### src/rtl/relu_argmax_ctrl.sv
// rtl/relu_argmax_ctrl.sv - ReLU score buffer and argmax sequencer for the classifier stage
module relu_argmax_ctrl #(
  parameter int bitwidth = 16,
  parameter int N_CLASS  = 10
) (
  input  logic                clk,
  input  logic                rst,
  input  logic                in_valid,
  output logic                in_ready,
  input  logic [bitwidth-1:0] in_data,
  output logic                out_valid,
  input  logic                out_ready,
  output logic [3:0]          class_idx,
  output logic [bitwidth-1:0] class_score,
  output logic [bitwidth-1:0] featuremap_RELUed [N_CLASS-1:0],
  output logic                busy
);

  typedef enum logic [1:0] {
    LOAD = 2'd0,
    SCAN = 2'd1,
    OUT  = 2'd2
  } state_t;

  localparam logic [3:0] LAST = 4'(N_CLASS - 1);

  state_t              state;
  state_t              state_nx;
  logic [3:0]          cnt;
  logic [bitwidth-1:0] fm_buf [N_CLASS-1:0];
  logic [bitwidth-1:0] best_val;
  logic [3:0]          best_idx;
  logic [bitwidth-1:0] relu_data;
  logic                in_acc;
  logic                out_acc;
  logic                cnt_last;

  assign in_acc    = in_valid && in_ready;
  assign out_acc   = out_valid && out_ready;
  assign cnt_last  = (cnt == LAST);
  // Negative scores clamp to zero; positive scores pass through at full width.
  assign relu_data = in_data[bitwidth-1] ? '0 : in_data;

  // State register
  always_ff @(posedge clk or posedge rst) begin
    if (rst) state <= LOAD;
    else     state <= state_nx;
  end

  // Next-state decode: a frame is 10 accepts, 10 scan steps, one output handshake
  always_comb begin
    state_nx = state;
    case (state)
      LOAD:    if (in_acc && cnt_last) state_nx = SCAN;
      SCAN:    if (cnt_last)           state_nx = OUT;
      OUT:     if (out_acc)            state_nx = LOAD;
      default:                         state_nx = LOAD;
    endcase
  end

  // Handshake outputs decode straight from the state register; in_ready is also held low in reset
  always_comb begin
    in_ready  = 1'b0;
    out_valid = 1'b0;
    busy      = 1'b0;
    case (state)
      LOAD:    in_ready  = !rst;
      SCAN:    busy      = 1'b1;
      OUT: begin
        out_valid = 1'b1;
        busy      = 1'b1;
      end
      default: in_ready  = 1'b0;
    endcase
  end

  // Datapath: shared counter, ReLU buffer writes in LOAD, running maximum in SCAN
  always_ff @(posedge clk or posedge rst) begin
    if (rst) begin
      cnt      <= '0;
      best_val <= '0;
      best_idx <= '0;
      for (int i = 0; i < N_CLASS; i++) fm_buf[i] <= '0;
    end else begin
      case (state)
        LOAD: begin
          if (in_acc) begin
            fm_buf[cnt] <= relu_data;
            cnt         <= cnt_last ? 4'd0 : cnt + 4'd1;
          end
        end
        SCAN: begin
          // Strict greater-than keeps the lowest index on ties.
          if (cnt == 4'd0) begin
            best_val <= fm_buf[0];
            best_idx <= 4'd0;
          end else if ($signed(fm_buf[cnt]) > $signed(best_val)) begin
            best_val <= fm_buf[cnt];
            best_idx <= cnt;
          end
          cnt <= cnt_last ? 4'd0 : cnt + 4'd1;
        end
        default: begin
          cnt <= '0;
        end
      endcase
    end
  end

  assign class_idx         = best_idx;
  assign class_score       = best_val;
  assign featuremap_RELUed = fm_buf;

endmodule

### config.mk
export PLATFORM = sky130hd
export DESIGN_NAME = relu_argmax_ctrl
export DESIGN_NICKNAME = d
export VERILOG_FILES = /design/src/rtl/relu_argmax_ctrl.sv
export SDC_FILE = /design/constraint.sdc
export NUM_CORES = 1
export LEC_CHECK = 0
export BUFFER_PORTS_ARGS = -buffer_cell sky130_fd_sc_hd__clkbuf_2
export CAP_MARGIN = 25
export CORE_MARGIN = 2
export CORE_UTILIZATION = 54
export CTS_CLUSTER_DIAMETER = 200
export DETAILED_ROUTE_END_ITERATION = 10
export PLACE_DENSITY = 0.89
export RECOVER_POWER = 50
export SETUP_SLACK_MARGIN = 0.5
export SYNTH_ARGS = -nofsm -noshare
export SYNTH_HDL_FRONTEND = slang
export SYNTH_SLANG_ARGS = --single-unit
### constraint.sdc
create_clock -name clk -period 6.5 [get_ports clk]
set_input_delay 0 -clock clk [delete_from_list [all_inputs] [get_ports clk]]
set_output_delay 0 -clock clk [all_outputs]
set_load 0.1 [all_outputs]
==> summary.md, run 1 <==
| Metric | Value |
|---|---|
| Post-Place Worst Slack | `1.947 ns` |
| CTS tree | `built` |
| Site Rows | `45` |
| EDFF count, synth | `0` |
| Initial core utilization | `54.66%` |
| RSZ-0062 raised after global routing | `no` |
| Synth area leader | `dfrtp_1` |
| Asr flop ratio synth | `100.0%` |
| Syn_area_per_cell | `11.18 um^2` |
| Antenna Nets Post-Route | `0` |
| Post-Syn Area | `8217 um^2` |
| Worst skew pair latency | `0.44 ns` |
| Routed length per placed instance | `23.00 um` |
| Total gr overflow | `0` |
| H-tree depth | `4` |
| Total clock sinks | `175` |
| # fillers | `1,092` |
| Vias | `7,133` |
| CP max FO | `57` |
| Setup TNS | `0 ns` |
| Crit Reg-Reg Endpoint | `class_score[13]` |
| Post-Layout Cell Count | `1,119` |
| Data arrival, critical path | `5.16 ns` |
| Gr usage total | `31.47%` |
| Drt first pass iters | `8` |
| Max-slew headroom | `15.25%` |
| Primary FF master, synth | `dfrtp_1` |
| Distinct cells, synth | `36` |
| Worst min-delay path class | `in2reg` |
| Core ar. | `15,030 um^2` |
| Worst hold path endpoint | `featuremap_RELUed[109]` |
| Worst r2r src | `cnt[0]` |
| Hold path cells | `3` |
| Pins Over Slew Limit | `0` |
| Post-synth top cells | `dfrtp_1 (175), o21ai_0 (143), nand2_1 (126), mux2_2 (41), clkbuf_1 (38)` |
| Most common cell in the netlist | `dfrtp_1` |
| Post-Route WL | `25.73 mm` |
| Largest net degree at the start of global routing | `94` |
| Seq/Total Area, Yosys | `53.30%` |
| Die W | `127.4 um` |
| Post-layout minimum cycle time | `4.843 ns` |
| # DRC | `0` |
| Final worst slack | `1.657 ns` |
| DP HPWL | `16.68 mm` |
| Synth top area cells | `dfrtp_1 (53%), o21ai_0 (8.7%), mux4_2 (8.2%)` |
| Vias in the first global route | `6,893` |
| Reg clk slew, reported paths | `0.07 ns` |
| Setup Crit Path Kind | `reg2reg` |
| # diodes | `0` |
| Die area | `16,220 um^2` |
| Hold Fails Final Rpt | `0` |
| Layout Nets | `956` |
| Synth Instances | `735` |
| Tcrit/Tclk final | `74.51%` |
| Placed cells | `1,068` |
| R2R depth | `9` |
| Initial antenna violation count | `0` |
| Worst Tran Pin Value | `1.277 ns` |
| FMAX | `0.2065 GHz` |
| Area growth from synthesis to layout | `20.42%` |
| Max cap viols | `0` |
| Synth Register Bits | `175` |
| Die Ht | `127.4 um` |
| Clk_skew | `0.007439 ns` |
| Status | `finished clean` |
| R2r setup slk | `1.66 ns` |
| Sequential cell area | `4383 um^2` |
| Setup crit start kind | `register` |
| CTS max path bufs | `2` |
| Initial DRC count | `844` |
| Multi-input logic area | `3500 um^2` |
| Worst EP required | `6.82 ns` |
| Num CTS Buffers | `17` |
| Yosys warnings | `0` |
| Root Driver | `clkbuf_16` |
| Setup violators final | `0` |
| Share of the synthesized area in the top cell type | `53.30%` |
| Via density | `6.374` |
| Port Buf Inserts | `191` |
| Layout cell share with drive strength beyond 1 | `16.54%` |
| Fin util | `65.82%` |
| Routability cong. | `0.9306` |
| First-pass GRT wire length | `39.06 mm` |
| # IOs | `203` |
| Hold path start | `in_data[13]` |
| Nature of the critical path endpoint | `register` |
[flip-flops by register name, indices dropped and copies added (netlist names)]
name / cells
class_idx: 4
class_score: 15
cnt: 4
featuremap_RELUed: 150
state: 2
[layer usage]
layer | part of all wire, % | GRT usage, % | wire length (um)
met5 | 0 | 0 | 0
met4 | 3.9 | 11.51 | 995
met3 | 12 | 8.250 | 3186
met2 | 44 | 45.86 | 11200
met1 | 40 | 46.07 | 10350
[cells by family (layout without fill, tap and decap cells)]
logic type | Yosys count | after routing | share of synthesized area, %
AOI/OAI and AO/OA | 178 | 178 | 11.88
adders and majority gates | 18 | 18 | 2.741
buffers and inverters | 81 | 267 | 4.568
DFF | 175 | 175 | 53.30
muxes | 96 | 96 | 17.44
other | 1 | 11 | 0.04564
and+or+nand+nor | 186 | 186 | 10.03
[stage by stage]
step           hold slack [ns]  instance area (um^2)
3_5_place_dp            0.2413                  9188
4_1_cts               0.004396                  9985
3_3_place_gp            0.2343                  9188
6_report               0.01654                  9894
5_1_grt                0.03756                  9894
2_1_floorplan           0.2680                  8254
[placed cells by master (no fill, tap or decap), types with 16 or more instances in the layout]
master	count
clkbuf_1	164
clkbuf_16	17
clkbuf_2	28
dfrtp_1	174
ha_1	18
inv_1	20
mux2_2	41
mux2i_1	16
mux4_2	30
nand2_1	126
nand2b_1	17
nor2b_1	19
o21ai_0	143
[worst max-delay path, stage by stage, from the launching register on]
cell and delay [ns]:
dfrtp_4 1.08, mux4_2 0.61, a22oi_1 0.32, o21ai_0 0.23
ha_1 0.38, nand4_1 0.14, or4_1 0.55, a21o_1 0.20
a31oi_4 0.71, mux2_2 0.45
[worst max-delay path by stage]
stage / endpoint / slack [ns] / cells past startpoint / startpoint
after global placement: class_score[12] / 2.09 / 9 / cnt[0]
after global routing: class_score[13] / 1.49 / 9 / cnt[0]
final: class_score[13] / 1.66 / 9 / cnt[0]
after detailed placement: class_idx[2] / 1.95 / 9 / cnt[0]
after CTS: class_idx[1] / 1.88 / 9 / cnt[0]
after floorplan: state[0] / 1.03 / 4 / rst
[layout make-up]
type	instances	share of cell area [%]
Sequential cell	175	44.30
Multi-Input combinational cell	489	35.37
Timing Repair Buffer	214	10.27
Clock buffer	18	4.439
Clock inverter	14	2.403
Tap cell	188	2.377
Inverter	21	0.8472
[timing repair]
action / 4_1_cts / 5_1_grt
setup endpoints to repair: 0 / 0
hold buffers: 12 / 0
endpoints found under the hold margin: 112 / 0
setup buffers: 0 / 0
gates resized for setup: 0 / 0
Power of run 1 is left out: the tool's default activity adds up to more than one toggle a clock period on the data nets, which glitch-free logic cannot reach.
==> inputs of run 2 (changes only) <==
--- a/config.mk
+++ b/config.mk
@@ -8,10 +8,10 @@
 export BUFFER_PORTS_ARGS = -buffer_cell sky130_fd_sc_hd__clkbuf_2
 export CAP_MARGIN = 25
 export CORE_MARGIN = 2
-export CORE_UTILIZATION = 54
+export CORE_UTILIZATION = 48
 export CTS_CLUSTER_DIAMETER = 200
 export DETAILED_ROUTE_END_ITERATION = 10
-export PLACE_DENSITY = 0.89
+export PLACE_DENSITY = 0.84
 export RECOVER_POWER = 50
 export SETUP_SLACK_MARGIN = 0.5
 export SYNTH_ARGS = -nofsm -noshare
==> constraint.sdc (replaced) <==
create_clock -name clk -period 4.3 [get_ports clk]
set_input_delay 0 -clock clk [delete_from_list [all_inputs] [get_ports clk]]
set_output_delay 0 -clock clk [all_outputs]
set_load 0.1 [all_outputs]
==> summary.md, run 2 (synthesis results as in run 1) <==
| Metric | Value |
|---|---|
| Setup violators final | `0 (unchanged)` |
| Crit Reg-Reg Endpoint | `class_score[11] (was class_score[13])` |
| Initial DRC count | `581 (was 844)` |
| Root Driver | `clkbuf_16 (unchanged)` |
| Num CTS Buffers | `17 (unchanged)` |
| Gr usage total | `26.77% (was 31.47%)` |
| Crit path capture | `class_score[11] (was class_score[13])` |
| FMAX | `0.2732 GHz (was 0.2065 GHz)` |
| Most frequent cells in the layout | `dfrtp_1 (174), clkbuf_1 (173), o21ai_0 (140) (was dfrtp_1 (174), clkbuf_1 (164), o21ai_0 (143))` |
| Layout Nets | `971 (was 956)` |
| Antenna Nets Post-Route | `0 (unchanged)` |
| Routed length per placed instance | `20.62 um (was 23.00 um)` |
| Initial antenna violation count | `0 (unchanged)` |
| Layout cell share with drive strength beyond 1 | `17.23% (was 16.54%)` |
| Worst skew pair latency | `0.43 ns (was 0.44 ns)` |
| Nature of the critical path endpoint | `register (unchanged)` |
| # IOs | `203 (unchanged)` |
| Pins Over Slew Limit | `38 (was 0)` |
| Worst EP required | `4.62 ns (was 6.82 ns)` |
| R2R depth | `12 (was 9)` |
| Post-Route WL | `24.04 mm (was 25.73 mm)` |
| Worst min-delay path class | `in2reg (unchanged)` |
| Max-slew headroom | `-3.564% (was 15.25%)` |
| Core ar. | `16,640 um^2 (was 15,030 um^2)` |
| Via density | `5.761 (was 6.374)` |
| R2r setup slk | `0.64 ns (was 1.66 ns)` |
| Routability cong. | `0.8543 (was 0.9306)` |
| Area growth from synthesis to layout | `21.84% (was 20.42%)` |
| Setup TNS | `0 ns (unchanged)` |
| Setup Crit Path Kind | `reg2reg (unchanged)` |
| Vias in the first global route | `6,537 (was 6,893)` |
| Status | `finished, violations left (was finished clean)` |
| Commonest non-fill, non-tap cell in the layout | `dfrtp_1 (unchanged)` |
| CTS tree | `built (unchanged)` |
| Reg clk slew, reported paths | `0.06 ns (was 0.07 ns)` |
| Worst Tran Pin Value | `1.545 ns (was 1.277 ns)` |
| Die area | `18,180 um^2 (was 16,220 um^2)` |
| Drt first pass iters | `8 (unchanged)` |
| CP max FO | `11 (was 57)` |
| Post-layout minimum cycle time | `3.661 ns (was 4.843 ns)` |
| Site Rows | `47 (was 45)` |
| # fillers | `1,351 (was 1,092)` |
| Port Buf Inserts | `191 (unchanged)` |
| Initial core utilization | `49.37% (was 54.66%)` |
| Tcrit/Tclk final | `85.14% (was 74.51%)` |
| Hold Fails Final Rpt | `0 (unchanged)` |
| Data arrival, critical path | `3.98 ns (was 5.16 ns)` |
| Flip-flop count of the largest register after layout | `150 (unchanged)` |
| Worst r2r src | `cnt[0] (unchanged)` |
| H-tree depth | `4 (unchanged)` |
| Clk_skew | `0.005732 ns (was 0.007439 ns)` |
| Failing checks | `max-capacitance violations, max-slew violations` |
| # DRC | `0 (unchanged)` |
| Die W | `134.8 um (was 127.4 um)` |
| Max cap viols | `1 (was 0)` |
| Critical path launch point | `cnt[0] (unchanged)` |
| Total clock sinks | `175 (unchanged)` |
| Largest net degree at the start of global routing | `84 (was 94)` |
| DP HPWL | `17.32 mm (was 16.68 mm)` |
| CTS max path bufs | `2 (unchanged)` |
| Setup crit start kind | `register (unchanged)` |
| Total gr overflow | `0 (unchanged)` |
| Vias | `6,717 (was 7,133)` |
| Die Ht | `134.8 um (was 127.4 um)` |
| # diodes | `0 (unchanged)` |
| RSZ-0062 raised after global routing | `no (unchanged)` |
| First-pass GRT wire length | `36.92 mm (was 39.06 mm)` |
==> run 2: cell count changes in the layout (fill, tap and decap cells not counted), moves of 3 or more <==
cell      change
buf_4        +16
clkbuf_1      +9
clkbuf_2      -7
buf_8         -3
clkbuf_8      +3
o21ai_0       -3
o21ai_1       +3
==> run 2: how the worst min path moves through the flow <==
| stage | startpoint | end | cells past startpoint |
|---|---|---|---|
| 3_3_place_gp | rst | featuremap_RELUed[142] | 2 |
| 5_1_grt | in_data[4] | featuremap_RELUed[100] | 3 |
| 2_1_floorplan | in_data[1] | featuremap_RELUed[145] | 2 |
| 6_report | in_data[4] | featuremap_RELUed[36] | 3 |
| 3_5_place_dp | rst | featuremap_RELUed[142] | 2 |
| 4_1_cts | in_data[14] | featuremap_RELUed[46] | 3 |
==> run 2: per-layer routing <==
| metal | track usage [%] | up-vias | share of wire (%) |
|---|---|---|---|
| met2 | 38.58 | 377 | 44 |
| met5 | 0 | - | 0 |
| li1 | - | 2958 | - |
| met4 | 9.883 | 0 | 3.2 |
| met3 | 6.344 | 58 | 9.0 |
| met1 | 39.72 | 3324 | 44 |
==> run 2: layout make-up <==
type	count	area [um^2]	area share, %
well taps	220	275.3	2.750
flip-flops and latches	175	4383	43.78
multi-input cells	489	3506	35.02
inverters	21	80.08	0.7999
repair buffers	229	1124	11.22
clock inverters	9	155.1	1.550
clock buffers	23	488.0	4.874
==> run 2: what timing repair did <==
item / in CTS / in global routing
hold buffers: 11 / 0
setup buffers: 2 / 11
endpoints found under the hold margin: 52 / 0
resized for setup: 0 / 10
setup endpoints to repair: 18 / 19
pin swaps: 1 / 0
==> run 2: through the flow <==
stage | utilization (%) | setup WS (ns) | area [um^2] | std cells | hold WS (ns)
5_1_grt | 60.15 | 0.4858 | 10010 | 1166 | 0.05983
2_1_floorplan | - | 0.3833 | 8258 | 745 | 0.2680
6_report | 60.15 | 0.6391 | 10010 | 1166 | 0.03534
4_1_cts | 60.70 | 0.5116 | 10100 | 1154 | 0.01985
3_5_place_dp | 56.09 | 0.2655 | 9334 | 1109 | 0.1738
3_3_place_gp | 55.91 | 0.3598 | 9304 | 1107 | 0.1596
==> run 2: critical path, stage by stage (launching register included) <==
cell	delay (ns)
dfrtp_4	0.49
buf_4	0.19
buf_4	0.12
mux4_2	0.51
a22oi_1	0.18
o21ai_1	0.13
ha_1	0.31
nand3_1	0.13
or4_4	0.56
a21o_1	0.19
a31oi_4	0.21
buf_12	0.18
mux2_2	0.33
Power of run 2 is left out for the same reason.
==> inputs of run 3 (changes only) <==
--- a/config.mk
+++ b/config.mk
@@ -5,13 +5,13 @@
 export SDC_FILE = /design/constraint.sdc
 export NUM_CORES = 1
 export LEC_CHECK = 0
-export BUFFER_PORTS_ARGS = -buffer_cell sky130_fd_sc_hd__clkbuf_2
 export CAP_MARGIN = 25
-export CORE_MARGIN = 2
-export CORE_UTILIZATION = 48
+export CORE_MARGIN = 5
+export CORE_UTILIZATION = 65
 export CTS_CLUSTER_DIAMETER = 200
 export DETAILED_ROUTE_END_ITERATION = 10
-export PLACE_DENSITY = 0.84
+export DONT_BUFFER_PORTS = 1
+export PLACE_DENSITY = 0.89
 export RECOVER_POWER = 50
 export SETUP_SLACK_MARGIN = 0.5
 export SYNTH_ARGS = -nofsm -noshare
==> constraint.sdc (replaced) <==
create_clock -name clk -period 4.29 [get_ports clk]
set_input_delay 0 -clock clk [delete_from_list [all_inputs] [get_ports clk]]
set_output_delay 0 -clock clk [all_outputs]
set_load 0.1 [all_outputs]
==> summary.md, run 3 (synthesis results as in run 1) <==
| Metric | Value |
|---|---|
| Layout Nets | `960 (was 971)` |
| Vias in the first global route | `7,444 (was 6,537)` |
| Worst min-delay path class | `in2reg (unchanged)` |
| Die area | `14,990 um^2 (was 18,180 um^2)` |
| Failing checks | `max-capacitance violations, max-slew violations (unchanged)` |
| Setup Crit Path Kind | `reg2reg (unchanged)` |
| CP Depth | `10 (was 12)` |
| Design area | `10,060 um^2 (was 10,010 um^2)` |
| Die Ht | `122.4 um (was 134.8 um)` |
| Die W | `122.4 um (was 134.8 um)` |
| H-tree depth | `4 (unchanged)` |
| Post-Route WL | `33.35 mm (was 24.04 mm)` |
| Setup crit start kind | `register (unchanged)` |
| First-pass GRT wire length | `42.95 mm (was 36.92 mm)` |
| Nature of the critical path endpoint | `register (unchanged)` |
| Worst Tran Pin Value | `2.379 ns (was 1.545 ns)` |
| Worst skew pair latency | `0.45 ns (was 0.43 ns)` |
| Gr usage total | `38.78% (was 26.77%)` |
| Total clock sinks | `175 (unchanged)` |
| Flip-flop count of the largest register after layout | `150 (unchanged)` |
| Max-slew headroom | `-58.60% (was -3.564%)` |
| Core ar. | `12,520 um^2 (was 16,640 um^2)` |
| R2R depth | `10 (was 12)` |
| # DRC | `0 (unchanged)` |
| RSZ-0062 raised after global routing | `no (unchanged)` |
| Worst path slowest cell | `clkbuf_1 (was or4_4)` |
| Crit path buffers/inverters | `2 (was 3)` |
| Multi-input logic area | `3567 um^2 (was 3506 um^2)` |
| Fin util | `80.39% (was 60.15%)` |
| Initial core utilization | `65.64% (was 49.37%)` |
| Post-Layout Cell Count | `1,105 (was 1,166)` |
| Total gr overflow | `0 (unchanged)` |
| Routability cong. | `0.9652 (was 0.8543)` |
| CP cell instances | `clkbuf_1, mux4_2, a221oi_1, ha_1, nor2b_1, o211ai_1, a21o_1, a31oi_4, clkbuf_16, mux2_2 (was buf_4, buf_4, mux4_2, a22oi_1, o21ai_1, ha_1, nand3_1, or4_4, a21o_1, a31oi_4, buf_12, mux2_2)` |
| Layout cell share with drive strength beyond 1 | `19.29% (was 17.23%)` |
| Drt first pass iters | `6 (was 8)` |
| Commonest non-fill, non-tap cell in the layout | `dfrtp_1 (unchanged)` |
| Setup violators final | `0 (unchanged)` |
| # diodes | `0 (unchanged)` |
| # IOs | `203 (unchanged)` |
| FMAX | `0.2517 GHz (was 0.2732 GHz)` |
| Data arrival, critical path | `4.30 ns (was 3.98 ns)` |
| Reg clk slew, reported paths | `0.07 ns (was 0.06 ns)` |
| Post-layout minimum cycle time | `3.973 ns (was 3.661 ns)` |
| Initial antenna violation count | `2 (was 0)` |
| DP HPWL | `18.17 mm (was 17.32 mm)` |
| Hold path cells | `2 (was 3)` |
| CP top delay family | `buffers and inverters (was multiplexers)` |
| Root Driver | `clkbuf_16 (unchanged)` |
| Worst EP required | `4.62 ns (about the same)` |
| Clk_skew | `0.01245 ns (was 0.005732 ns)` |
| CP peak stage delay | `1.17 ns (was 0.56 ns)` |
| Hold Fails Final Rpt | `0 (unchanged)` |
| Routed length per placed instance | `30.18 um (was 20.62 um)` |
| Max cap viols | `2 (was 1)` |
| Via density | `7.152 (was 5.761)` |
| Vias | `7,903 (was 6,717)` |
| Sequential cell area | `4387 um^2 (was 4383 um^2)` |
| # fillers | `780 (was 1,351)` |
| Area growth from synthesis to layout | `22.46% (was 21.84%)` |
| Setup TNS | `0 ns (unchanged)` |
| Antenna Nets Post-Route | `0 (unchanged)` |
| Site Rows | `41 (was 47)` |
| Num CTS Buffers | `17 (unchanged)` |
| Placed cells | `1,026 (was 1,109)` |
| Port Buf Inserts | `0 (was 191)` |
| Status | `finished, violations left (unchanged)` |
| Cell Area, Placed | `9485 um^2 (was 9334 um^2)` |
| CTS tree | `built (unchanged)` |
| Largest net degree at the start of global routing | `176 (was 84)` |
| CTS max path bufs | `2 (unchanged)` |
| Most frequent cells in the layout | `dfrtp_1 (173), clkbuf_1 (150), o21ai_0 (132) (was dfrtp_1 (174), clkbuf_1 (173), o21ai_0 (140))` |
| Pins Over Slew Limit | `179 (was 38)` |
| Initial DRC count | `1,378 (was 581)` |
| Tcrit/Tclk final | `92.60% (was 85.14%)` |
| CP max FO | `7 (was 11)` |
[run 3: final timing paths]
check / from / to / slack, ns
worst max-delay path: featuremap_RELUed[48] / class_idx[0] / 0.32
worst min-delay path: in_data[15] / featuremap_RELUed[115] / 0.02
worst max register to register: featuremap_RELUed[48] / class_idx[0] / 0.32
worst min register to register: state[1] / state[1] / 0.55
max in group asynchronous: rst / cnt[0] / 1.59
min in group asynchronous: rst / class_idx[2] / 0.95
[run 3: metal layers]
metal,vias up,part of all wire (%),global-route usage [%]
met5,-,0.069,0
met4,4,10,22.39
met3,329,16,14.19
met2,910,44,60.29
met1,3738,30,46.87
li1,2922,-,-
[run 3: area by class of cell]
cell class	count	share of cell area (%)
clock buffers	22	4.514
clock inverters	8	0.6715
well taps	172	2.139
multi-input cells	489	35.45
repair buffers	218	12.81
flip-flops and latches	175	43.60
inverters	21	0.8207
[run 3: metrics by stage]
step	setup slack [ns]	hold slack (ns)
detailed placement	0.2581	0.2426
finish	0.3174	0.02115
global placement	0.4122	0.2260
floorplan	0.3733	0.2680
CTS	0.5687	0.0003762
global route	0.2364	0.03463
[run 3: timing repair]
| item | CTS | global route |
|---|---|---|
| endpoints found under the setup margin | 18 | 17 |
| pin swaps | 1 | 11 |
| cloned | 0 | 1 |
| gates resized for setup | 1 | 33 |
| endpoints found under the hold margin | 268 | 0 |
| buffers inserted | 8 | 16 |
| hold buffers | 19 | 0 |
Power of run 3 is left out for the same reason.
